$ cat config.mk
export PLATFORM = sky130hd
export DESIGN_NAME = alu_trace_sequencer_flat
export DESIGN_NICKNAME = d
export VERILOG_FILES = /design/src/rtl/alu_trace_pkg.sv /design/src/rtl/alu_trace_sequencer_if.sv /design/src/rtl/trace_record_fifo.sv /design/src/rtl/alu_trace_sequencer.sv /design/src/flat_wrapper.sv
export SDC_FILE = /design/constraint.sdc
export NUM_CORES = 1
export LEC_CHECK = 0
export CAP_MARGIN = 40
export CORE_MARGIN = 4
export CORE_UTILIZATION = 56
export CTS_CLUSTER_SIZE = 16
export DETAILED_ROUTE_END_ITERATION = 10
export GPL_TIMING_DRIVEN = 0
export PLACE_DENSITY = 0.79
export SETUP_SLACK_MARGIN = 0.15
export SLEW_MARGIN = 20
export SYNTH_ARGS = -nofsm -noshare
export SYNTH_HDL_FRONTEND = slang
export SYNTH_SLANG_ARGS = --single-unit
$ cat constraint.sdc
create_clock -name clk -period 4.5 [get_ports clk]
set_input_delay 0.675 -clock clk [delete_from_list [all_inputs] [get_ports clk]]
set_output_delay 0.675 -clock clk [all_outputs]
set_load 0.005 [all_outputs]
$ cat src/rtl/alu_trace_pkg.sv
`default_nettype none
// ============================================================================
//  Module  : alu_trace_pkg
//  Purpose : Shared types and constants for the ALU trace sequencer: record
//            layout, stream field tags, emit FSM states, field selector.
//  Rev     : 1.0  initial release
// ============================================================================
package alu_trace_pkg;

    // Stream field tags, in emission order
    localparam logic [2:0] TAG_OPCODE = 3'd0;
    localparam logic [2:0] TAG_A      = 3'd1;
    localparam logic [2:0] TAG_B      = 3'd2;
    localparam logic [2:0] TAG_RESULT = 3'd3;
    localparam logic [2:0] TAG_CARRY  = 3'd4;
    localparam logic [2:0] TAG_BORROW = 3'd5;
    localparam logic [2:0] TAG_PC     = 3'd6;

    typedef struct packed {
        logic [7:0] opcode;
        logic [7:0] a;
        logic [7:0] b;
        logic [7:0] result;
        logic       carry;
        logic       borrow;
        logic [7:0] pc;
    } trace_rec_t;

    localparam int REC_W = $bits(trace_rec_t);

    typedef enum logic [1:0] {
        ST_IDLE = 2'd0,
        ST_LOAD = 2'd1,
        ST_SEND = 2'd2
    } emit_state_t;

    // Byte presented on the stream for a given tag; flags are zero-extended
    function automatic logic [7:0] rec_field(input trace_rec_t rec, input logic [2:0] tag);
        logic [7:0] v;
        v = 8'h00;
        case (tag)
            TAG_OPCODE: v = rec.opcode;
            TAG_A:      v = rec.a;
            TAG_B:      v = rec.b;
            TAG_RESULT: v = rec.result;
            TAG_CARRY:  v = {7'b0, rec.carry};
            TAG_BORROW: v = {7'b0, rec.borrow};
            TAG_PC:     v = rec.pc;
            default:    v = 8'h00;
        endcase
        return v;
    endfunction

endpackage
`default_nettype wire

$ cat src/rtl/alu_trace_sequencer_if.sv
`default_nettype none
// ============================================================================
//  Module  : alu_trace_sequencer_if
//  Purpose : CPU record capture bus plus the outgoing tagged byte stream.
//            slave = the sequencer, master = record source / stream sink.
//  Rev     : 1.0  initial release
// ============================================================================
interface alu_trace_sequencer_if;
    logic       rec_valid;
    logic [7:0] rec_opcode;
    logic [7:0] rec_a;
    logic [7:0] rec_b;
    logic [7:0] rec_result;
    logic       rec_carry;
    logic       rec_borrow;
    logic [7:0] rec_pc;

    logic [7:0] out_data;
    logic [2:0] out_type;
    logic       out_valid;
    logic       out_ready;
    logic       out_last;

    modport slave (
        input  rec_valid, rec_opcode, rec_a, rec_b, rec_result, rec_carry, rec_borrow, rec_pc,
        input  out_ready,
        output out_data, out_type, out_valid, out_last
    );

    modport master (
        output rec_valid, rec_opcode, rec_a, rec_b, rec_result, rec_carry, rec_borrow, rec_pc,
        output out_ready,
        input  out_data, out_type, out_valid, out_last
    );
endinterface
`default_nettype wire

$ cat src/rtl/trace_record_fifo.sv
`default_nettype none
// ============================================================================
//  Module  : trace_record_fifo
//  Purpose : Show-ahead synchronous FIFO for captured trace records. A push
//            is accepted when full only if a pop happens on the same edge.
//  Rev     : 1.0  initial release
// ============================================================================
module trace_record_fifo #(
    parameter int WIDTH = 42,
    parameter int DEPTH = 2
) (
    input  wire logic                     clk,
    input  wire logic                     rst,
    input  wire logic                     i_push,
    input  wire logic [WIDTH-1:0]         i_wdata,
    input  wire logic                     i_pop,
    output logic      [WIDTH-1:0]         o_rdata,
    output logic                          o_full,
    output logic                          o_empty,
    output logic      [$clog2(DEPTH):0]   o_count
);
    localparam int AW = $clog2(DEPTH);
    localparam int CW = AW + 1;

    logic [WIDTH-1:0] r_mem [DEPTH];
    logic [AW-1:0]    r_wr_ptr;
    logic [AW-1:0]    r_rd_ptr;
    logic [CW-1:0]    r_count;
    logic             w_do_push;
    logic             w_do_pop;

    assign o_full    = (r_count == CW'(DEPTH));
    assign o_empty   = (r_count == '0);
    assign o_count   = r_count;
    assign o_rdata   = r_mem[r_rd_ptr];
    assign w_do_pop  = i_pop && !o_empty;
    assign w_do_push = i_push && (!o_full || w_do_pop);

    // Storage write; contents need no reset because count gates visibility
    always_ff @(posedge clk) begin
        if (w_do_push) begin
            r_mem[r_wr_ptr] <= i_wdata;
        end
    end

    // Pointers wrap naturally (power-of-two depth); count tracks occupancy
    always_ff @(posedge clk) begin
        if (rst) begin
            r_wr_ptr <= '0;
            r_rd_ptr <= '0;
            r_count  <= '0;
        end else begin
            if (w_do_push) r_wr_ptr <= r_wr_ptr + AW'(1);
            if (w_do_pop)  r_rd_ptr <= r_rd_ptr + AW'(1);
            case ({w_do_push, w_do_pop})
                2'b10:   r_count <= r_count + CW'(1);
                2'b01:   r_count <= r_count - CW'(1);
                default: r_count <= r_count;
            endcase
        end
    end
endmodule
`default_nettype wire

$ cat src/rtl/alu_trace_sequencer.sv
`default_nettype none
// ============================================================================
//  Module  : alu_trace_sequencer
//  Purpose : Holds the ALU CPU in reset after system reset, issues credit-
//            limited next-instruction requests, buffers completed records and
//            serialises each as seven tagged bytes on a valid/ready stream.
//  Rev     : 1.0  initial release
// ============================================================================
module alu_trace_sequencer
    import alu_trace_pkg::*;
#(
    parameter int DEPTH        = 2,
    parameter int CPU_RST_HOLD = 4
) (
    input  wire logic            clk,
    input  wire logic            rst,
    alu_trace_sequencer_if.slave bus,
    output logic                 cpu_rst,
    output logic                 cpu_next,
    output logic [7:0]           overflow_cnt
);
    localparam int         CW          = $clog2(DEPTH) + 1;
    localparam logic [3:0] c_hold_init = 4'(CPU_RST_HOLD);
    localparam logic [CW:0] c_depth_ext = (CW + 1)'(DEPTH);

    logic [3:0]       r_hold;
    logic             r_cpu_rst;
    logic             r_cpu_next;
    logic             r_outstanding;
    logic [7:0]       r_ovf;
    emit_state_t      r_state;
    trace_rec_t       r_shadow;
    logic [2:0]       r_idx;
    logic [7:0]       r_out_data;
    logic             r_out_valid;
    logic             r_out_last;

    trace_rec_t       w_wr_rec;
    trace_rec_t       w_rd_rec;
    logic [REC_W-1:0] w_rd_data;
    logic             w_full;
    logic             w_empty;
    logic [CW-1:0]    w_count;
    logic             w_rec_take;
    logic             w_pop;
    logic             w_drop;
    logic [CW:0]      w_credit_sum;
    logic             w_credit_ok;

    assign w_wr_rec = '{opcode: bus.rec_opcode, a: bus.rec_a, b: bus.rec_b,
                        result: bus.rec_result, carry: bus.rec_carry,
                        borrow: bus.rec_borrow, pc: bus.rec_pc};
    assign w_rd_rec = trace_rec_t'(w_rd_data);

    // Records arriving while the CPU is still held in reset are ignored
    assign w_rec_take = bus.rec_valid && !r_cpu_rst;

    // The FIFO is popped whenever the emitter moves into LOAD
    assign w_pop = !w_empty &&
                   ((r_state == ST_IDLE) ||
                    (r_state == ST_SEND && bus.out_ready && r_idx == TAG_PC));
    assign w_drop = w_rec_take && w_full && !w_pop;

    assign w_credit_sum = {1'b0, w_count} + {{CW{1'b0}}, r_outstanding};
    assign w_credit_ok  = (w_credit_sum < c_depth_ext);

    trace_record_fifo #(
        .WIDTH (REC_W),
        .DEPTH (DEPTH)
    ) u_fifo (
        .clk     (clk),
        .rst     (rst),
        .i_push  (w_rec_take),
        .i_wdata (w_wr_rec),
        .i_pop   (w_pop),
        .o_rdata (w_rd_data),
        .o_full  (w_full),
        .o_empty (w_empty),
        .o_count (w_count)
    );

    // CPU reset hold: stays asserted for CPU_RST_HOLD cycles after rst falls
    always_ff @(posedge clk) begin
        if (rst) begin
            r_hold    <= c_hold_init;
            r_cpu_rst <= 1'b1;
        end else begin
            r_cpu_rst <= (r_hold != 4'd0);
            if (r_hold != 4'd0) r_hold <= r_hold - 4'd1;
        end
    end

    // Single-credit request: one cpu_next per returned record, FIFO-space limited
    always_ff @(posedge clk) begin
        if (rst) begin
            r_cpu_next    <= 1'b0;
            r_outstanding <= 1'b0;
        end else if (!r_cpu_rst && !r_outstanding && w_credit_ok) begin
            r_cpu_next    <= 1'b1;
            r_outstanding <= 1'b1;
        end else begin
            r_cpu_next <= 1'b0;
            if (w_rec_take) r_outstanding <= 1'b0;
        end
    end

    // Saturating count of records lost to a full FIFO
    always_ff @(posedge clk) begin
        if (rst) begin
            r_ovf <= 8'h00;
        end else if (w_drop && r_ovf != 8'hFF) begin
            r_ovf <= r_ovf + 8'h01;
        end
    end

    // Emit FSM: pop into shadow, then walk the seven fields under valid/ready
    always_ff @(posedge clk) begin
        if (rst) begin
            r_state     <= ST_IDLE;
            r_shadow    <= '0;
            r_idx       <= TAG_OPCODE;
            r_out_data  <= 8'h00;
            r_out_valid <= 1'b0;
            r_out_last  <= 1'b0;
        end else begin
            case (r_state)
                ST_IDLE: begin
                    if (!w_empty) begin
                        r_shadow <= w_rd_rec;
                        r_state  <= ST_LOAD;
                    end
                end
                ST_LOAD: begin
                    r_state     <= ST_SEND;
                    r_idx       <= TAG_OPCODE;
                    r_out_data  <= rec_field(r_shadow, TAG_OPCODE);
                    r_out_valid <= 1'b1;
                    r_out_last  <= 1'b0;
                end
                ST_SEND: begin
                    if (bus.out_ready) begin
                        if (r_idx == TAG_PC) begin
                            r_out_valid <= 1'b0;
                            r_out_last  <= 1'b0;
                            if (!w_empty) begin
                                r_shadow <= w_rd_rec;
                                r_state  <= ST_LOAD;
                            end else begin
                                r_state  <= ST_IDLE;
                            end
                        end else begin
                            r_idx      <= r_idx + 3'd1;
                            r_out_data <= rec_field(r_shadow, r_idx + 3'd1);
                            r_out_last <= ((r_idx + 3'd1) == TAG_PC);
                        end
                    end
                end
                default: r_state <= ST_IDLE;
            endcase
        end
    end

    assign cpu_rst       = r_cpu_rst;
    assign cpu_next      = r_cpu_next;
    assign overflow_cnt  = r_ovf;
    assign bus.out_data  = r_out_data;
    assign bus.out_type  = r_idx;
    assign bus.out_valid = r_out_valid;
    assign bus.out_last  = r_out_last;
endmodule
`default_nettype wire

$ cat src/flat_wrapper.sv
// flat-port wrapper written by rule: the top's interface ports become plain ports
module alu_trace_sequencer_flat import alu_trace_pkg::*;
#(
    parameter int DEPTH        = 2,
    parameter int CPU_RST_HOLD = 4
)
  (clk, rst, cpu_rst, cpu_next, overflow_cnt, bus_rec_valid, bus_rec_opcode, bus_rec_a, bus_rec_b, bus_rec_result, bus_rec_carry, bus_rec_borrow, bus_rec_pc, bus_out_ready, bus_out_data, bus_out_type, bus_out_valid, bus_out_last);
  alu_trace_sequencer_if bus_i ();
  input  wire logic clk;
  input  wire logic rst;
  output logic cpu_rst;
  output logic cpu_next;
  output logic [7:0] overflow_cnt;
  input wire logic [$bits(bus_i.rec_valid)-1:0] bus_rec_valid;
  input wire logic [$bits(bus_i.rec_opcode)-1:0] bus_rec_opcode;
  input wire logic [$bits(bus_i.rec_a)-1:0] bus_rec_a;
  input wire logic [$bits(bus_i.rec_b)-1:0] bus_rec_b;
  input wire logic [$bits(bus_i.rec_result)-1:0] bus_rec_result;
  input wire logic [$bits(bus_i.rec_carry)-1:0] bus_rec_carry;
  input wire logic [$bits(bus_i.rec_borrow)-1:0] bus_rec_borrow;
  input wire logic [$bits(bus_i.rec_pc)-1:0] bus_rec_pc;
  input wire logic [$bits(bus_i.out_ready)-1:0] bus_out_ready;
  output wire logic [$bits(bus_i.out_data)-1:0] bus_out_data;
  output wire logic [$bits(bus_i.out_type)-1:0] bus_out_type;
  output wire logic [$bits(bus_i.out_valid)-1:0] bus_out_valid;
  output wire logic [$bits(bus_i.out_last)-1:0] bus_out_last;
  assign bus_i.rec_valid = bus_rec_valid;
  assign bus_i.rec_opcode = bus_rec_opcode;
  assign bus_i.rec_a = bus_rec_a;
  assign bus_i.rec_b = bus_rec_b;
  assign bus_i.rec_result = bus_rec_result;
  assign bus_i.rec_carry = bus_rec_carry;
  assign bus_i.rec_borrow = bus_rec_borrow;
  assign bus_i.rec_pc = bus_rec_pc;
  assign bus_i.out_ready = bus_out_ready;
  assign bus_out_data = bus_i.out_data;
  assign bus_out_type = bus_i.out_type;
  assign bus_out_valid = bus_i.out_valid;
  assign bus_out_last = bus_i.out_last;
  alu_trace_sequencer #(.DEPTH(DEPTH), .CPU_RST_HOLD(CPU_RST_HOLD)) u_core (.clk(clk), .rst(rst), .bus(bus_i), .cpu_rst(cpu_rst), .cpu_next(cpu_next), .overflow_cnt(overflow_cnt));
endmodule
==> impl_metrics.env <==
export IMPL_status="complete, no violations"
export IMPL_die_w_um=115
export IMPL_setup_viol=0
export IMPL_required_ns=4.63
export IMPL_pre_cts_slack_ns=1.41
export IMPL_path_buf_inv=2
export IMPL_min_path_type="flop to flop"
export IMPL_drtAntennaViolNets=0
export IMPL_synth_ff_type="edfxtp_1"
export IMPL_ys_seq_area_frac=0.637
export IMPL_synth_nets=567
export IMPL_track_usage=0.213
export IMPL_syn2layout_area_growth_pct=23.7
export IMPL_busiest_layer="met2"
export IMPL_postCtsResizedCells=0
export IMPL_dieArea_um2=13200
export IMPL_totalWireLength_um=13200
export IMPL_synthMostInstantiatedCell="edfxtp_1"
export IMPL_met3_usage=0.0655
export IMPL_slowest_delay_ns=0.67
export IMPL_finalClockSkew_ns=0.00675
export IMPL_netlist_area_leader_share=0.395
export IMPL_avgRoutedWirePerCell_um=17.4
export IMPL_rsz0062_at_grt="no"
export IMPL_die_h_um=115
export IMPL_hpwl_um=9200
export IMPL_first_global_vias=4301
export IMPL_fin_ws_ns=1.84
export IMPL_ctsLongestPathBuffers=2
export IMPL_yosysUniqueCellTypes=50
export IMPL_worstSetupPathType="input pin to flop"
export IMPL_via_count=4323
export IMPL_worstPathArrival_ns=2.79
export IMPL_leakagePower_nw=2.58
export IMPL_cts_root_buf="clkbuf_16"
export IMPL_syn_area_um2=6380
export IMPL_vdd_ir_drop_max_mv=0.373
export IMPL_dr_pass1_iters=5
export IMPL_clock_sinks=161
export IMPL_htreeDepth=4
export IMPL_drc=0
export IMPL_min_period_ns=2.66
export IMPL_cp_max_fo=22
export IMPL_drive_above_1_share=0.101
export IMPL_port_buffers=68
export IMPL_grt_met1_usage=0.268
export IMPL_hold_viol_final=0
export IMPL_finalNonFillerCells=755
export IMPL_synth_edf_count=84
export IMPL_endpoint_kind="flop"
export IMPL_numCtsBuffers=17
export IMPL_clk_latency_ns=0.43
export IMPL_period_share=0.591
export IMPL_slew_viol_final=0
export IMPL_pwr_share_comb=0.115
export IMPL_grt_start_max_net_pins=24
export IMPL_nFillCells=766
export IMPL_synth_ff_latch_count=161
export IMPL_cp_slowest_cell="nor2b_4"
export IMPL_async_flop_share=0
export IMPL_gp_congestion=0.912
export IMPL_drt_first_iter_violations=388
export IMPL_clkTransAtPathRegs_ns=0.06
export IMPL_syn_mean_instance_area_um2=12.4
export IMPL_worstPathCellList="clkdlybuf4s50_1, nand3_2, a21o_1, a21oi_1, nor2b_4, buf_16"
export IMPL_overflow=0
export IMPL_slew_headroom=0.513
export IMPL_coreArea_um2=11000
export IMPL_switching_power_w=0.000817
export IMPL_total_power_w=0.00350
export IMPL_drv_cap=0
export IMPL_insertedDiodeCount=0
export IMPL_viasPerCell=5.73
export IMPL_antenna_found_initial=0
export IMPL_cts_hold_buf=0
export IMPL_grtUsageMet2=0.345
export IMPL_synthTopCellsByCount="edfxtp_1, dfxtp_1, nor2_1"
export IMPL_p_int_w=0.00268
export IMPL_ioPinCount=69
export IMPL_synth_area_top_cells="edfxtp_1, dfxtp_1, mux2i_1, a211oi_1, nor2_1"
export IMPL_rows=38
export IMPL_nNetsFinal=656
export IMPL_power_density_nw_per_um2=444
export IMPL_worst_pin_slew_ns=0.730
export IMPL_synth_warnings=0
export IMPL_sw_frac_of_total=0.233
export IMPL_power_frac_clock=0.398
export IMPL_start_util=0.581
export IMPL_grt_pass1_wl_um=21200
export IMPL_timing_fmax_ghz=0.376
export IMPL_power_frac_seq=0.487
export IMPL_cts_tree="built"
export IMPL_synthCells=513
export IMPL_path_delay_family="simple AND/OR/NAND/NOR gates"
export IMPL_yosysTopAreaCell="edfxtp_1"
export IMPL_start_kind="input pin"
export IMPL_post_cts_buffers=0
export IMPL_post_place_cells=723
==> per-layer routing <==
metal | up-vias | part of all wire
met2 | 128 | 0.48
met5 | - | 0
met4 | 0 | 0.020
met1 | 2066 | 0.44
li1 | 2105 | -
met3 | 24 | 0.057
==> sequential cells by signal (all words and copies together) (netlist names), 2 cells and up, named ones only <==
signal and flops:
u_core.u_fifo.r_mem 84, u_core.r_shadow 42, u_core.bus.out_data 8, u_core.overflow_cnt 8
u_core.r_hold 4, u_core.bus.out_type 3, u_core.r_state 2, u_core.u_fifo.o_count 2
==> worst paths after layout <==
| path | slack, ns | from | cells past startpoint | endpoint |
|---|---|---|---|---|
| min reg2reg | 0.47 | u_core.r_outstanding | 1 | u_core.cpu_next |
| min | 0.47 | u_core.r_outstanding | 1 | u_core.cpu_next |
| max | 1.84 | bus_out_ready | 6 | u_core.u_fifo.r_mem[0][15] |
| max reg2reg | 1.97 | u_core.bus.out_type[0] | 7 | u_core.u_fifo.r_mem[0][15] |
==> cell families after synthesis <==
family / share of synthesized area
compound gates: 0.128
xor+xnor: 0.00922
fa+ha+maj: 0.0157
buf+inv: 0.0310
flops: 0.637
mux: 0.0834
simple gates: 0.0959
==> cells in the final DEF, fill, tap and decap left out, types with 4 or more instances in the layout <==
master,synthesis,final
dfxtp_1,77,77
and3_1,8,8
mux2i_1,52,52
edfxtp_1,84,84
a211oi_1,56,56
ha_1,8,8
clkdlybuf4s50_1,0,68
o211ai_1,9,9
nand2_1,15,15
buf_4,4,4
buf_1,5,5
clkbuf_1,12,13
nor2_1,65,65
buf_2,14,14
inv_1,9,9
clkbuf_16,0,20
nor3_1,4,4
nand3_1,6,6
a22oi_1,9,9
or4_1,5,5
o31ai_1,5,5
a21oi_1,20,20
==> power groups by stage <==
stage	Sequential [W]	Combinational (W)	Clock, W
final	0.00170	0.000404	0.00139
after global routing	0.00171	0.000449	0.00148
after detailed placement	0.00173	0.000402	0
after global placement	0.00173	0.000375	0
after CTS	0.00170	0.000406	0.00141
after floorplan	0.00172	0.000261	0
==> cell type report <==
cell class	instances	area, um2	share of cell area
buffer	35	164	0.0208
clock buffer	26	552	0.0699
clock inverter	6	41.3	0.00523
inverter	9	33.8	0.00428
multi-input combinational	308	2130	0.269
sequential	161	4060	0.515
tap	140	175	0.0222
timing repair buffer	70	736	0.0932
==> metrics by stage <==
stage	TNS, ns	hold WS (ns)	cell area [um2]	util
floorplan	0	0.413	6380	-
global placement	-27.04	0.428	7230	0.659
detailed placement	0	0.454	7300	0.665
CTS	0	0.472	7890	0.719
global route	0	0.490	7890	0.719
finish	0	0.467	7890	0.719
(Power assumes the default switching activity.)
